### src/rtl/oflow_score_calc_multi_if.sv
// ---------------------------------------------------------------------------
// oflow_score_calc_multi_if
//   Previous-object feature stream into oflow_score_calc_multi.
//   One beat carries NUM_SM feature words (lane k = feat[k*FEAT_W +: FEAT_W]).
//
//   valid     source -> sink   beat valid
//   ready     sink   -> source sink accepts the beat (valid & ready)
//   feat      source -> sink   NUM_SM packed feature words
//   lane_vld  source -> sink   per-lane valid within the beat
//   last      source -> sink   final beat of the run
//
//   master: feature buffer side, slave: score calculator side.
// ---------------------------------------------------------------------------
interface oflow_score_calc_multi_if #(
  parameter int unsigned NUM_SM = 2,
  parameter int unsigned FEAT_W = 156
);
  logic                       valid;
  logic                       ready;
  logic [NUM_SM*FEAT_W-1:0]   feat;
  logic [NUM_SM-1:0]          lane_vld;
  logic                       last;

  modport master (output valid, feat, lane_vld, last, input ready);
  modport slave  (input valid, feat, lane_vld, last, output ready);
endinterface

### src/rtl/oflow_score_calc_multi.sv
// ---------------------------------------------------------------------------
// oflow_score_calc_multi
//   Holds one current object's features and weights, streams previous-frame
//   objects through NUM_SM parallel similarity lanes, and keeps the lowest
//   score of the run together with its id. A one-cycle done pulse marks the
//   results valid; results hold until the next start.
//
//   Optional feature macro: SCORE_CALC_THRESH_EN
//     adds thresh_score (in) and no_match (out). When the final best score is
//     above thresh_score, no_match is raised and best_id is forced to all ones.
//
// Ports
//   clk, reset_N          clock, asynchronous active-low reset
//   start                 begin a run (ignored unless idle)
//   *_cur                 current object features, sampled one cycle after start
//   *_weight              metric weights, sampled with the features
//   prev                  previous-object beat stream (slave modport)
//   busy                  run in progress (capture through done)
//   done                  one-cycle pulse, results valid
//   best_score, best_id   lowest score of the run and its id
//   num_scored            number of valid lanes scored this run
//   err_ovf               run hit the beat limit without last
//
// oflow_similarity_metric (this file) is the scoring lane: a LAT-deep pipeline
// returning score = feat[SCORE_W-1:0] and id = feat[FEAT_W-1 -: ID_W]. The
// current features and weights are routed to it so a full metric can drop in
// behind the same ports.
// ---------------------------------------------------------------------------
module oflow_similarity_metric #(
  parameter int unsigned LAT     = 2,
  parameter int unsigned FEAT_W  = 156,
  parameter int unsigned SCORE_W = 32,
  parameter int unsigned ID_W    = 12,
  parameter int unsigned CUR_W   = 144,
  parameter int unsigned WGT_W   = 192
) (
  input  logic               clk,
  input  logic [CUR_W-1:0]   cur_feat,
  input  logic [WGT_W-1:0]   weights,
  input  logic [FEAT_W-1:0]  feat,
  output logic [SCORE_W-1:0] score,
  output logic [ID_W-1:0]    id
);
  logic [LAT-1:0][SCORE_W-1:0] score_pipe;
  logic [LAT-1:0][ID_W-1:0]    id_pipe;
  logic                        unused_inputs;

  assign unused_inputs = ^{cur_feat, weights, feat[FEAT_W-ID_W-1:SCORE_W]};

  if (LAT == 1) begin : g_one
    always_ff @(posedge clk) begin
      score_pipe <= feat[SCORE_W-1:0];
      id_pipe    <= feat[FEAT_W-1 -: ID_W];
    end
  end else begin : g_multi
    always_ff @(posedge clk) begin
      score_pipe <= {score_pipe[LAT-2:0], feat[SCORE_W-1:0]};
      id_pipe    <= {id_pipe[LAT-2:0], feat[FEAT_W-1 -: ID_W]};
    end
  end

  assign score = score_pipe[LAT-1];
  assign id    = id_pipe[LAT-1];
endmodule

module oflow_score_calc_multi #(
  parameter  int unsigned NUM_SM   = 2,
  parameter  int unsigned MAX_PREV = 64,
  parameter  int unsigned SM_LAT   = 2,
  parameter  int unsigned FEAT_W   = 156,
  parameter  int unsigned SCORE_W  = 32,
  parameter  int unsigned ID_W     = 12,
  localparam int unsigned NS_W     = $clog2(MAX_PREV + 1)
) (
  input  logic                clk,
  input  logic                reset_N,
  input  logic                start,
  input  logic [21:0]         cm_concate_cur,
  input  logic [43:0]         position_concate_cur,
  input  logic [10:0]         width_cur,
  input  logic [10:0]         height_cur,
  input  logic [23:0]         color1_cur,
  input  logic [23:0]         color2_cur,
  input  logic [7:0]          d_history_cur,
  input  logic [31:0]         iou_weight,
  input  logic [31:0]         w_weight,
  input  logic [31:0]         h_weight,
  input  logic [31:0]         color1_weight,
  input  logic [31:0]         color2_weight,
  input  logic [31:0]         dhistory_weight,
  oflow_score_calc_multi_if.slave prev,
  output logic                busy,
  output logic                done,
  output logic [SCORE_W-1:0]  best_score,
  output logic [ID_W-1:0]     best_id,
  output logic [NS_W-1:0]     num_scored,
  output logic                err_ovf
`ifdef SCORE_CALC_THRESH_EN
  ,
  input  logic [SCORE_W-1:0]  thresh_score,
  output logic                no_match
`endif
);
  localparam int unsigned LIMIT = (MAX_PREV + NUM_SM - 1) / NUM_SM;
  localparam int unsigned BW    = $clog2(LIMIT + 1);
  localparam int unsigned DW    = $clog2(SM_LAT + 1);
  localparam int unsigned LW    = (NUM_SM > 1) ? $clog2(NUM_SM) : 1;
  localparam int unsigned CW    = $clog2(NUM_SM + 1);
  localparam int unsigned CUR_W = 144;
  localparam int unsigned WGT_W = 192;

  typedef enum logic [2:0] {
    S_IDLE, S_CAPTURE, S_STREAM, S_DRAIN, S_DONE
  } state_t;

  state_t                          state;
  logic                            ready_q;
  logic                            accept;
  logic [BW-1:0]                   beats;
  logic [DW-1:0]                   drain_cnt;
  logic [CUR_W-1:0]                cur_q;
  logic [WGT_W-1:0]                wgt_q;

  logic [SM_LAT-1:0][NUM_SM-1:0]   vld_pipe;
  logic [NUM_SM-1:0]               lane_ok;
  logic [NUM_SM-1:0][SCORE_W-1:0]  lane_score;
  logic [NUM_SM-1:0][ID_W-1:0]     lane_id;

  logic                            beat_any;
  logic [SCORE_W-1:0]              beat_min;
  logic [ID_W-1:0]                 beat_id;
  logic [CW-1:0]                   beat_cnt;

  logic                            cmp_any;
  logic [SCORE_W-1:0]              cmp_min;
  logic [ID_W-1:0]                 cmp_id;
  logic [CW-1:0]                   cmp_cnt;
  logic                            cmp_wins;

  assign prev.ready = ready_q;
  assign accept     = prev.valid & ready_q;

  // Per-lane valid travels alongside the lane pipeline; only accepted beats
  // inject valid lanes, so idle cycles flush through as invalid.
  if (SM_LAT == 1) begin : g_vld_one
    always_ff @(posedge clk or negedge reset_N) begin
      if (!reset_N) vld_pipe <= '0;
      else          vld_pipe <= prev.lane_vld & {NUM_SM{accept}};
    end
  end else begin : g_vld_multi
    always_ff @(posedge clk or negedge reset_N) begin
      if (!reset_N) vld_pipe <= '0;
      else          vld_pipe <= {vld_pipe[SM_LAT-2:0], prev.lane_vld & {NUM_SM{accept}}};
    end
  end

  assign lane_ok = vld_pipe[SM_LAT-1];

  for (genvar k = 0; k < NUM_SM; k++) begin : g_lane
    oflow_similarity_metric #(
      .LAT     (SM_LAT),
      .FEAT_W  (FEAT_W),
      .SCORE_W (SCORE_W),
      .ID_W    (ID_W),
      .CUR_W   (CUR_W),
      .WGT_W   (WGT_W)
    ) u_sm (
      .clk      (clk),
      .cur_feat (cur_q),
      .weights  (wgt_q),
      .feat     (prev.feat[k*FEAT_W +: FEAT_W]),
      .score    (lane_score[k]),
      .id       (lane_id[k])
    );
  end

  // Beat minimum: scanning upward with strict < keeps the lower lane on ties.
  always_comb begin
    beat_any = 1'b0;
    beat_min = '1;
    beat_id  = '1;
    beat_cnt = '0;
    for (int unsigned k = 0; k < NUM_SM; k++) begin
      if (lane_ok[k[LW-1:0]]) begin
        beat_cnt = beat_cnt + CW'(1);
        if (!beat_any || (lane_score[k[LW-1:0]] < beat_min)) begin
          beat_min = lane_score[k[LW-1:0]];
          beat_id  = lane_id[k[LW-1:0]];
        end
        beat_any = 1'b1;
      end
    end
  end

  always_ff @(posedge clk or negedge reset_N) begin
    if (!reset_N) begin
      cmp_any <= 1'b0;
      cmp_min <= '1;
      cmp_id  <= '1;
      cmp_cnt <= '0;
    end else begin
      cmp_any <= beat_any;
      cmp_min <= beat_min;
      cmp_id  <= beat_id;
      cmp_cnt <= beat_cnt;
    end
  end

  // Strict < against the running best: earlier beats win ties, and an
  // all-ones score can never displace the all-ones initial value.
  assign cmp_wins = cmp_any && (cmp_min < best_score);

`ifdef SCORE_CALC_THRESH_EN
  logic [SCORE_W-1:0] final_score;
  // The last compare update lands on the same edge that enters DONE, so the
  // threshold looks at the value best_score is about to take.
  assign final_score = cmp_wins ? cmp_min : best_score;
`endif

  always_ff @(posedge clk or negedge reset_N) begin
    if (!reset_N) begin
      state      <= S_IDLE;
      ready_q    <= 1'b0;
      busy       <= 1'b0;
      done       <= 1'b0;
      best_score <= '1;
      best_id    <= '1;
      num_scored <= '0;
      err_ovf    <= 1'b0;
      beats      <= '0;
      drain_cnt  <= '0;
      cur_q      <= '0;
      wgt_q      <= '0;
`ifdef SCORE_CALC_THRESH_EN
      no_match   <= 1'b0;
`endif
    end else begin
      done <= 1'b0;

      if (cmp_any) num_scored <= num_scored + NS_W'(cmp_cnt);
      if (cmp_wins) begin
        best_score <= cmp_min;
        best_id    <= cmp_id;
      end

      case (state)
        S_IDLE: begin
          if (start) begin
            state      <= S_CAPTURE;
            busy       <= 1'b1;
            best_score <= '1;
            best_id    <= '1;
            num_scored <= '0;
            err_ovf    <= 1'b0;
`ifdef SCORE_CALC_THRESH_EN
            no_match   <= 1'b0;
`endif
          end
        end
        S_CAPTURE: begin
          cur_q   <= {cm_concate_cur, position_concate_cur, width_cur, height_cur,
                      color1_cur, color2_cur, d_history_cur};
          wgt_q   <= {iou_weight, w_weight, h_weight, color1_weight,
                      color2_weight, dhistory_weight};
          beats   <= '0;
          ready_q <= 1'b1;
          state   <= S_STREAM;
        end
        S_STREAM: begin
          if (accept) begin
            beats <= beats + BW'(1);
            if (prev.last || (beats == BW'(LIMIT - 1))) begin
              ready_q   <= 1'b0;
              drain_cnt <= '0;
              err_ovf   <= ~prev.last;
              state     <= S_DRAIN;
            end
          end
        end
        S_DRAIN: begin
          if (drain_cnt == DW'(SM_LAT)) begin
            state <= S_DONE;
            done  <= 1'b1;
`ifdef SCORE_CALC_THRESH_EN
            if (final_score > thresh_score) begin
              no_match <= 1'b1;
              best_id  <= '1;
            end
`endif
          end else begin
            drain_cnt <= drain_cnt + DW'(1);
          end
        end
        S_DONE: begin
          busy  <= 1'b0;
          state <= S_IDLE;
        end
        default: state <= S_IDLE;
      endcase
    end
  end
endmodule
### src/flat_wrapper.sv
// flat-port wrapper written by rule: the top's interface ports become plain ports
module oflow_score_calc_multi_flat 
#(
  parameter  int unsigned NUM_SM   = 2,
  parameter  int unsigned MAX_PREV = 64,
  parameter  int unsigned SM_LAT   = 2,
  parameter  int unsigned FEAT_W   = 156,
  parameter  int unsigned SCORE_W  = 32,
  parameter  int unsigned ID_W     = 12,
  localparam int unsigned NS_W     = $clog2(MAX_PREV + 1)
)
  (clk, reset_N, start, cm_concate_cur, position_concate_cur, width_cur, height_cur, color1_cur, color2_cur, d_history_cur, iou_weight, w_weight, h_weight, color1_weight, color2_weight, dhistory_weight, busy, done, best_score, best_id, num_scored, err_ovf, prev_valid, prev_feat, prev_lane_vld, prev_last, prev_ready);
  oflow_score_calc_multi_if #(.NUM_SM(NUM_SM), .FEAT_W(FEAT_W)) prev_i ();
  input  logic clk;
  input  logic reset_N;
  input  logic start;
  input  logic [21:0] cm_concate_cur;
  input  logic [43:0] position_concate_cur;
  input  logic [10:0] width_cur;
  input  logic [10:0] height_cur;
  input  logic [23:0] color1_cur;
  input  logic [23:0] color2_cur;
  input  logic [7:0] d_history_cur;
  input  logic [31:0] iou_weight;
  input  logic [31:0] w_weight;
  input  logic [31:0] h_weight;
  input  logic [31:0] color1_weight;
  input  logic [31:0] color2_weight;
  input  logic [31:0] dhistory_weight;
  output logic busy;
  output logic done;
  output logic [SCORE_W-1:0] best_score;
  output logic [ID_W-1:0] best_id;
  output logic [NS_W-1:0] num_scored;
  output logic err_ovf;
  input wire logic [$bits(prev_i.valid)-1:0] prev_valid;
  input wire logic [$bits(prev_i.feat)-1:0] prev_feat;
  input wire logic [$bits(prev_i.lane_vld)-1:0] prev_lane_vld;
  input wire logic [$bits(prev_i.last)-1:0] prev_last;
  output wire logic [$bits(prev_i.ready)-1:0] prev_ready;
  assign prev_i.valid = prev_valid;
  assign prev_i.feat = prev_feat;
  assign prev_i.lane_vld = prev_lane_vld;
  assign prev_i.last = prev_last;
  assign prev_ready = prev_i.ready;
  oflow_score_calc_multi #(.NUM_SM(NUM_SM), .MAX_PREV(MAX_PREV), .SM_LAT(SM_LAT), .FEAT_W(FEAT_W), .SCORE_W(SCORE_W), .ID_W(ID_W)) u_core (.clk(clk), .reset_N(reset_N), .start(start), .cm_concate_cur(cm_concate_cur), .position_concate_cur(position_concate_cur), .width_cur(width_cur), .height_cur(height_cur), .color1_cur(color1_cur), .color2_cur(color2_cur), .d_history_cur(d_history_cur), .iou_weight(iou_weight), .w_weight(w_weight), .h_weight(h_weight), .color1_weight(color1_weight), .color2_weight(color2_weight), .dhistory_weight(dhistory_weight), .prev(prev_i), .busy(busy), .done(done), .best_score(best_score), .best_id(best_id), .num_scored(num_scored), .err_ovf(err_ovf));
endmodule
### config.mk
export PLATFORM = sky130hd
export DESIGN_NAME = oflow_score_calc_multi_flat
export DESIGN_NICKNAME = d
export VERILOG_FILES = /design/src/rtl/oflow_score_calc_multi_if.sv /design/src/rtl/oflow_score_calc_multi.sv /design/src/flat_wrapper.sv
export SDC_FILE = /design/constraint.sdc
export NUM_CORES = 1
export LEC_CHECK = 0
export ABC_AREA = 1
export CAP_MARGIN = 20
export CORE_MARGIN = 3
export CORE_UTILIZATION = 30
export DETAILED_ROUTE_END_ITERATION = 10
export PLACE_DENSITY = 0.69
export SLEW_MARGIN = 5
export SYNTH_ARGS = -nofsm -noshare
export SYNTH_HDL_FRONTEND = slang
export SYNTH_HIERARCHICAL = 1
export SYNTH_SLANG_ARGS = --single-unit
### constraint.sdc
create_clock -name clk -period 2.6 [get_ports clk]
set_input_delay 0.78 -clock clk [delete_from_list [all_inputs] [get_ports clk]]
set_output_delay 0.78 -clock clk [all_outputs]
set_load 0.05 [all_outputs]
==> summary.md, run 1 <==
| Metric | Value |
|---|---|
| Synth Cell Area | `0.0110 mm2` |
| Warnings from Yosys | `6` |
| Last stage | `3_2_place_iop` |
| Num rows | `69` |
| Stop Error | `[ERROR PPL-0024] Number of IO pins (710) exceeds maximum number of available positions (708). Increase the die perimeter from 789.56um to 965.60um.` |
| Die Height | `197 um` |
| Initial Util | `0.307` |
| Avg Inst Size Synth | `9.94 um2` |
| Die span in x | `197 um` |
| Post-synthesis cell count | `1106` |
| Status | `aborted with a tool error` |
| Post-Syn Nets | `1830` |
==> inputs of run 2 (changes only) <==
Settings changed: CORE_UTILIZATION 30 to 20, PLACE_DENSITY 0.69 to default, PLACE_DENSITY_LB_ADDON from default to 0.15.
Clock period 2.6 ns to 3.4 ns, I/O delays scaled along.
==> summary.md, run 2 <==
| Metric | Value |
|---|---|
| Setup TNS | `0 ns` |
| I/O Pins | `710` |
| Antenna violations before repair | `7` |
| Fin Hold WS | `0.319 ns` |
| Most frequent CP cell | `a21oi_1` |
| CP endpoint kind | `flop` |
| Pre-Repair DR Iteration Count | `5` |
| TritonCTS clock tree | `built` |
| Layout cell share with drive strength beyond 1 | `0.147` |
| Placed Cells | `1838` |
| Wire per inst | `15.0 um` |
| Core area | `0.0541 mm2` |
| Met3 usage in global routing | `0.0346` |
| Die ar. | `0.0578 mm2` |
| Initial Util | `0.203` |
| Worst min-delay path class | `flop to flop` |
| DRC violations left | `0` |
| Max Clk Rate | `326 MHz` |
| Setup WS pre-CTS | `0.137 ns` |
| Cell Count, Final, Fillers Out | `1905` |
| Startpoint class of the critical path | `flop` |
| Worst EP required | `3.85 ns` |
| Post-Syn Nets | `1830` |
| Critical path class | `flop to flop` |
| Synth Cell Area | `0.0110 mm2` |
| Depth of the CTS H-tree | `2` |
| Commonest non-fill, non-tap cell in the layout | `nand2_1` |
| Cell leakage power | `0.00623 uW` |
| Root Driver | `clkbuf_16` |
| Hold-fix buffers at CTS | `0` |
| Final setup skew | `0.0151 ns` |
| ANT nets after route | `0` |
| GR met1 Demand/Resource | `0.130` |
| DR iter-0 viols | `237` |
| RSZ-0062 raised after global routing | `no` |
| Avg Inst Size Synth | `9.94 um2` |
| Period minus WS final | `3.07 ns` |
| Warnings from Yosys | `6` |
| Max incr delay on CP | `0.36 ns` |
| Critical path arrival | `3.52 ns` |
| Worst Tran Pin Value | `0.923 ns` |
| Num rows | `85` |
| Tcrit/Tclk final | `0.902` |
| WL final | `28.6 mm` |
| Status | `finished, final reports clean` |
| Maxcap violations | `0` |
| Largest net degree at the start of global routing | `57` |
| Pins Over Slew Limit | `0` |
| Hold Crit Depth | `0` |
| Hold_sp | `u_core/g_lane[1].u_sm/score_pipe[1]$_DFF_P_` |
| Reg2reg setup slack | `0.33 ns` |
| First-pass GRT wire length | `43.7 mm` |
| Pwr Density | `891 mW/mm2` |
| CTS sink cnt | `293` |
| R2r endpoint | `u_core/cmp_min[16]$_DFF_PN1_` |
| Met2 GRT Util | `0.157` |
| Total GRT Usage | `0.101` |
| Vias in the first global route | `7304` |
| CP max FO | `26` |
| Die span in x | `240 um` |
| Vias | `6954` |
| GR peak layer | `met2` |
| Die Height | `240 um` |
| Setup WS post-layout | `0.334 ns` |
| Number of buffers created by CTS | `37` |
| Final setup vio count | `0` |
| Worst slew margin | `0.384` |
| P&R area growth vs syn | `27.2%` |
| Commonest non-fill, non-tap cells in the layout | `190 x nand2_1, 176 x dfxtp_1, 148 x clkdlybuf4s50_1` |
| Post-CTS Setup Bufs | `0` |
| Worst r2r src | `u_core/lane_ok[0]$_DFF_PN0_` |
| Final HPWL DP | `20.2 mm` |
| Vias per cell | `3.65` |
| Post-layout net count | `1905` |
| I/O Buffers | `149` |
| RD Place Congestion | `0.715` |
| Worst-path cell chain | `clkinv_2, nor2_1, ha_1, a21oi_1, o21ai_0, or2_0, a21oi_1, nand2_2, nand2_8, nand2_4, o21ai_1, nand2_1` |
| Final Hold Viols | `0` |
| Hold EP | `u_core/g_lane[1].u_sm/score[1]$_DFF_P_` |
| Global route overflow | `0` |
| Max VDD drop | `324 uV` |
| Slowest-stage cell, CP | `dfrtp_1` |
| Clock Tree Buf Depth | `3` |
| Post-synthesis cell count | `1106` |
| Clock Latency Late Sink | `0.54 ns` |
| Reg clk slew, reported paths | `0.06 ns` |
| R2R cell count | `12` |
==> run 2: how the worst max path moves through the flow <==
stage | startpoint | end | slack, ns
floorplan | u_core/lane_ok[0]$_DFF_PN0_ | u_core/cmp_min[10]$_DFF_PN1_ | 0.69
global placement | u_core/lane_ok[0]$_DFF_PN0_ | u_core/cmp_min[18]$_DFF_PN1_ | 0.12
detailed placement | u_core/lane_ok[0]$_DFF_PN0_ | u_core/cmp_min[12]$_DFF_PN1_ | 0.14
CTS | u_core/lane_ok[0]$_DFF_PN0_ | u_core/cmp_min[16]$_DFF_PN1_ | 0.10
global route | u_core/lane_ok[0]$_DFF_PN0_ | u_core/cmp_min[24]$_DFF_PN1_ | 0.05
finish | u_core/lane_ok[0]$_DFF_PN0_ | u_core/cmp_min[16]$_DFF_PN1_ | 0.33
==> run 2: what timing repair did <==
item / in CTS / in global routing
hold endpoints to repair: 0 / 0
setup endpoints to repair: 0 / 5
resized for setup: 0 / 2
==> run 2: layout make-up <==
class	count	area, um2
Antenna cell	1	2.50
Clock buffer	54	1090
Clock inverter	12	175
Fill cell	5722	40200
Inverter	93	350
Multi-Input combinational cell	592	3260
Sequential cell	293	6560
Tap cell	696	871
Timing Repair Buffer	164	1670
==> run 2: power breakdown <==
group          switching [uW]  total [uW]  internal [uW]
combinational            2480        3800           1320
clock                    1490        4030           2540
sequential                368        4620           4250
total                    4340       12500           8110
==> run 2: metal layers <==
layer	wire, um	up-vias
met1	13100	3126
met3	1890	60
met2	12800	147
li1	-	3613
met5	50	-
met4	740	8
==> run 2: per-stage QoR <==
step	util	cell area, um2	power, uW
floorplan	-	11000	7220
global placement	0.235	12700	8550
detailed placement	0.235	12700	8590
CTS	0.258	14000	12800
global route	0.258	14000	13300
finish	0.258	14000	12500
==> run 2: critical path, delay by kind of cell (launching register included) <==
kind	cells	cell delay [ns]
AOI/OAI and AO/OA	4	0.77
adders and majority gates	1	0.28
buffers and inverters	1	0.29
DFF	1	0.36
and+or+nand+nor	6	1.27
(Power assumes the default switching activity.)
==> inputs of run 3 (changes only) <==
Settings changed: CELL_PAD_IN_SITES_DETAIL_PLACEMENT from default to 1, CELL_PAD_IN_SITES_GLOBAL_PLACEMENT from default to 1.
==> summary.md, run 3 (synthesized netlist as in run 2, its figures left out) <==
| Metric | Value |
|---|---|
| Core area | `0.0541 mm2` |
| Wire per inst | `16.1 um` |
| Worst min-delay path class | `flop to flop` |
| Pwr Density | `889 mW/mm2` |
| Layout cell share with drive strength beyond 1 | `0.150` |
| DR iter-0 viols | `189` |
| Die span in x | `240 um` |
| Worst slew margin | `0.351` |
| Root Driver | `clkbuf_16` |
| Setup TNS | `0 ns` |
| Die Height | `240 um` |
| Placed Cells | `1837` |
| Reg clk slew, reported paths | `0.05 ns` |
| Met2 GRT Util | `0.179` |
| Tcrit/Tclk final | `0.888` |
| Num rows | `85` |
| Final Hold Viols | `0` |
| I/O Buffers | `149` |
| Number of buffers created by CTS | `38` |
| WP buf/inv | `1` |
| GR peak layer | `met2` |
| Pre-Repair DR Iteration Count | `4` |
| Status | `finished, final reports clean` |
| Largest net degree at the start of global routing | `45` |
| CP max FO | `3` |
| TritonCTS clock tree | `built` |
| I/O Pins | `710` |
| Die ar. | `0.0578 mm2` |
| Worst-path cell chain | `clkdlybuf4s50_1` |
| CTS sink cnt | `293` |
| Final HPWL DP | `22.0 mm` |
| Critical path arrival | `2.00 ns` |
| Vias per cell | `3.75` |
| Max VDD drop | `290 uV` |
| PnR Total Power | `12400 uW` |
| Maxcap violations | `0` |
| GR met1 Demand/Resource | `0.136` |
| DRC violations left | `0` |
| RSZ-0062 raised after global routing | `no` |
| RD Place Congestion | `0.723` |
| Final setup vio count | `0` |
| Startpoint class of the critical path | `flop` |
| Commonest non-fill, non-tap cells in the layout | `190 x nand2_1, 176 x dfxtp_1, 148 x clkdlybuf4s50_1` |
| Pins Over Slew Limit | `0` |
| Critical path class | `flop to primary output` |
| Clock Latency Late Sink | `0.55 ns` |
| Fill cells | `6099` |
| Initial Util | `0.203` |
| First-pass GRT wire length | `46.9 mm` |
| ANT nets after route | `0` |
| Cell Count, Final, Fillers Out | `1907` |
| Post-layout net count | `1905` |
| P&R area growth vs syn | `27.0%` |
| CP endpoint kind | `primary output` |
| Antenna violations before repair | `4` |
| Vias | `7157` |
| Final setup skew | `0.0178 ns` |
| Depth of the CTS H-tree | `2` |
| Max Clk Rate | `331 MHz` |
| Met3 usage in global routing | `0.0322` |
| Cell family with the largest share of critical-path delay | `buffers and inverters` |
| Final core occ | `0.258` |
| Cell leakage power | `0.00624 uW` |
| WL final | `30.7 mm` |
| Vias in the first global route | `7860` |
| Global route overflow | `0` |
| Period minus WS final | `3.02 ns` |
| Commonest non-fill, non-tap cell in the layout | `nand2_1` |
| Clock Tree Buf Depth | `3` |
| Worst EP required | `2.38 ns` |
| Worst Tran Pin Value | `0.973 ns` |
| Total GRT Usage | `0.109` |
| Max incr delay on CP | `0.92 ns` |
| Hold-fix buffers at CTS | `0` |
| Slowest-stage cell, CP | `clkdlybuf4s50_1` |
[run 3: cell types whose count changed in the layout (fill, tap and decap cells not counted), sizes merged]
cell | before | now
buf | 16 | 15
bufinv | 4 | 3
clkbuf | 54 | 52
clkinv | 5 | 10
clkinvlp | 3 | 2
inv | 93 | 95
[run 3: layer usage]
| metal | vias up | part of all wire |
|---|---|---|
| met4 | 2 | 0.026 |
| met3 | 57 | 0.057 |
| met5 | - | 0.00042 |
| li1 | 3623 | - |
| met2 | 138 | 0.46 |
| met1 | 3337 | 0.45 |
[run 3: per-stage QoR]
| stage | hold slack [ns] | cell area [um2] | setup WS (ns) |
|---|---|---|---|
| 2_1_floorplan | 0.310 | 11000 | 0.691 |
| 3_3_place_gp | 0.312 | 12700 | 0.182 |
| 3_5_place_dp | 0.313 | 12700 | 0.231 |
| 4_1_cts | 0.321 | 13900 | 0.187 |
| 5_1_grt | 0.328 | 14000 | 0.0141 |
| 6_report | 0.319 | 14000 | 0.380 |
[run 3: final timing paths]
check	slack [ns]	startpoint	end	cells after the start
max reg2reg	0.39	u_core/lane_ok[0]$_DFF_PN0_	u_core/cmp_id[1]$_DFF_PN1_	15
min reg2reg	0.32	u_core/g_lane[1].u_sm/id_pipe[9]$_DFF_P_	u_core/g_lane[1].u_sm/id[9]$_DFF_P_	0
max in group asynchronous	2.17	reset_N	u_core/best_score[21]$_DFF_PN1_	2
min in group asynchronous	0.52	reset_N	u_core/vld_pipe[0]$_DFF_PN0_	1
max	0.38	u_core/best_score[22]$_DFF_PN1_	best_score[22]	1
min	0.32	u_core/g_lane[1].u_sm/id_pipe[9]$_DFF_P_	u_core/g_lane[1].u_sm/id[9]$_DFF_P_	0
[run 3: what timing repair did]
item | 4_1_cts | 5_1_grt
setup buffers | 0 | 0
setup endpoints to repair | 0 | 17
resized for setup | 0 | 2
endpoints found under the hold margin | 0 | 0
[run 3: layout make-up]
class	instances	area, um2	share of cell area
repair buffers	163	1660	0.119
clock buffers	52	1060	0.0762
flip-flops and latches	293	6560	0.470
multi-input cells	592	3260	0.234
diodes	1	2.50	0.000179
well taps	696	871	0.0624
clock inverters	17	191	0.0137
inverters	93	349	0.0250
[run 3: where the power goes]
group / total, uW / internal, uW / switching (uW)
sequential: 4620 / 4250 / 365
clock: 3980 / 2430 / 1550
combinational: 3820 / 1320 / 2500
==> inputs of run 4 (changes only) <==
Settings changed: CORE_ASPECT_RATIO from default to 0.6.
Clock period 3.4 ns to 2.7 ns, I/O delays scaled along.
==> summary.md, run 4 (synthesized netlist as in run 2, its figures left out) <==
| Metric | Value |
|---|---|
| Pins Over Slew Limit | `0` |
| Setup WS post-layout | `0.0883 ns` |
| Final core occ | `0.267` |
| Cell family with the largest share of critical-path delay | `buffers and inverters` |
| WP buf/inv | `1` |
| Slowest-stage cell, CP | `clkdlybuf4s50_1` |
| Period minus WS final | `2.61 ns` |
| Placed Cells | `1862` |
| RSZ-0062 raised after global routing | `yes` |
| Tcrit/Tclk final | `0.967` |
| Vias in the first global route | `7854` |
| Die ar. | `0.0579 mm2` |
| Largest net degree at the start of global routing | `42` |
| Max incr delay on CP | `0.83 ns` |
| WL final | `33.0 mm` |
| TritonCTS clock tree | `built` |
| P&R area growth vs syn | `30.0%` |
| Clock Tree Buf Depth | `3` |
| Root Driver | `clkbuf_16` |
| Cell Count, Final, Fillers Out | `1931` |
| Global route overflow | `0` |
| Final setup vio count | `0` |
| ANT nets after route | `0` |
| Max Clk Rate | `383 MHz` |
| Depth of the CTS H-tree | `1` |
| Post-layout net count | `1925` |
| Worst EP required | `1.89 ns` |
| First-pass GRT wire length | `49.5 mm` |
| Hold-fix buffers at CTS | `0` |
| Pwr Density | `1100 mW/mm2` |
| Startpoint class of the critical path | `flop` |
| Core area | `0.0534 mm2` |
| Num rows | `65` |
| CTS sink cnt | `293` |
| Final setup skew | `0.0169 ns` |
| Critical path class | `flop to primary output` |
| Cell leakage power | `0.00643 uW` |
| Layout cell share with drive strength beyond 1 | `0.201` |
| Die span in x | `309 um` |
| Maxcap violations | `0` |
| Final HPWL DP | `24.0 mm` |
| DP Area | `0.0129 mm2` |
| CP max FO | `3` |
| Worst-path cell chain | `clkdlybuf4s50_1` |
| Fill cells | `5969` |
| Die Height | `188 um` |
| RD Place Congestion | `0.738` |
| Worst Tran Pin Value | `0.572 ns` |
| Initial Util | `0.206` |
| DRC violations left | `0` |
| Setup WS pre-CTS | `-0.0962 ns` |
| Max VDD drop | `502 uV` |
| Total GRT Usage | `0.112` |
| Critical path arrival | `1.80 ns` |
| I/O Pins | `710` |
| Status | `finished, final reports clean` |
| Post-route cell area | `0.0143 mm2` |
| Commonest non-fill, non-tap cell in the layout | `nand2_1` |
| Commonest non-fill, non-tap cells in the layout | `179 x nand2_1, 176 x dfxtp_1, 122 x nand3_1` |
| Antenna violations before repair | `3` |
| Wire per inst | `17.1 um` |
| Final Hold Viols | `0` |
| Vias per cell | `3.75` |
| DR iter-0 viols | `174` |
| CP endpoint kind | `primary output` |
| Vias | `7243` |
| Worst min-delay path class | `input port to asynchronous set/reset pin` |
| Clock Latency Late Sink | `0.59 ns` |
| Pre-Repair DR Iteration Count | `4` |
| Worst slew margin | `0.619` |
| Number of buffers created by CTS | `31` |
| Setup TNS | `0 ns` |
| Reg clk slew, reported paths | `0.07 ns` |
| I/O Buffers | `149` |
## run 4: changes by cell type in the layout (fill, tap and decap cells not counted), sizes merged, moves of 4 or more
cell and change:
dlygate4sd2 +27, buf +42, clkbuf -6, clkinv -4, clkdlybuf4s50 -46, bufinv +4
## run 4: final timing paths
check / from / end / slack, ns / depth (start not counted)
worst min-delay path: reset_N / u_core/prev.ready$_DFFE_PN0P_ / 0.24 / 1
worst max register to register: u_core/lane_ok[0]$_DFF_PN0_ / u_core/cmp_min[27]$_DFF_PN1_ / 0.15 / 14
min in group clk: u_core/g_lane[1].u_sm/id_pipe[10]$_DFF_P_ / u_core/g_lane[1].u_sm/id[10]$_DFF_P_ / 0.32 / 0
max in group asynchronous: reset_N / u_core/best_id[11]$_DFF_PN1_ / 1.75 / 2
worst max-delay path: u_core/num_scored[0]$_DFF_PN0_ / num_scored[0] / 0.09 / 1
worst min register to register: u_core/g_lane[1].u_sm/id_pipe[10]$_DFF_P_ / u_core/g_lane[1].u_sm/id[10]$_DFF_P_ / 0.32 / 0
## run 4: report_power, final
part / total (uW) / switching, uW / leakage, uW / internal (uW)
sequential: 5840 / 485 / 0.00279 / 5350
combinational: 4900 / 3250 / 0.00305 / 1640
clock: 4960 / 1900 / 0.000587 / 3070
## run 4: area by class of cell
| cell class | instances | area (um2) | share of cell area |
|---|---|---|---|
| antenna | 2 | 5.00 | 0.000350 |
| clock buffer | 42 | 920 | 0.0644 |
| clock inverter | 16 | 283 | 0.0198 |
| inverter | 93 | 354 | 0.0248 |
| multi-input combinational | 592 | 3350 | 0.234 |
| sequential | 293 | 6560 | 0.459 |
| tap | 703 | 880 | 0.0616 |
| timing repair buffer | 190 | 1940 | 0.136 |
## run 4: what timing repair did
action                     4_1_cts  5_1_grt
gates cloned                     0        4
gates resized for setup         29       35
setup endpoints to repair       55       44
buffers inserted                 0        5
pin swaps                        0        9
## run 4: stage by stage
step | total power [uW] | hold slack, ns
after global routing | 16800 | 0.236
after detailed placement | 11000 | 0.313
after floorplan | 9090 | 0.310
after CTS | 16000 | 0.203
after global placement | 10900 | 0.313
final | 15700 | 0.235
## run 4: per-layer routing
metal	global-route usage	part of all wire	up-vias
li1	-	-	3664
met1	0.175	0.56	3404
met2	0.151	0.37	131
met3	0.0240	0.043	44
met4	0.0277	0.025	0
met5	0	0	-
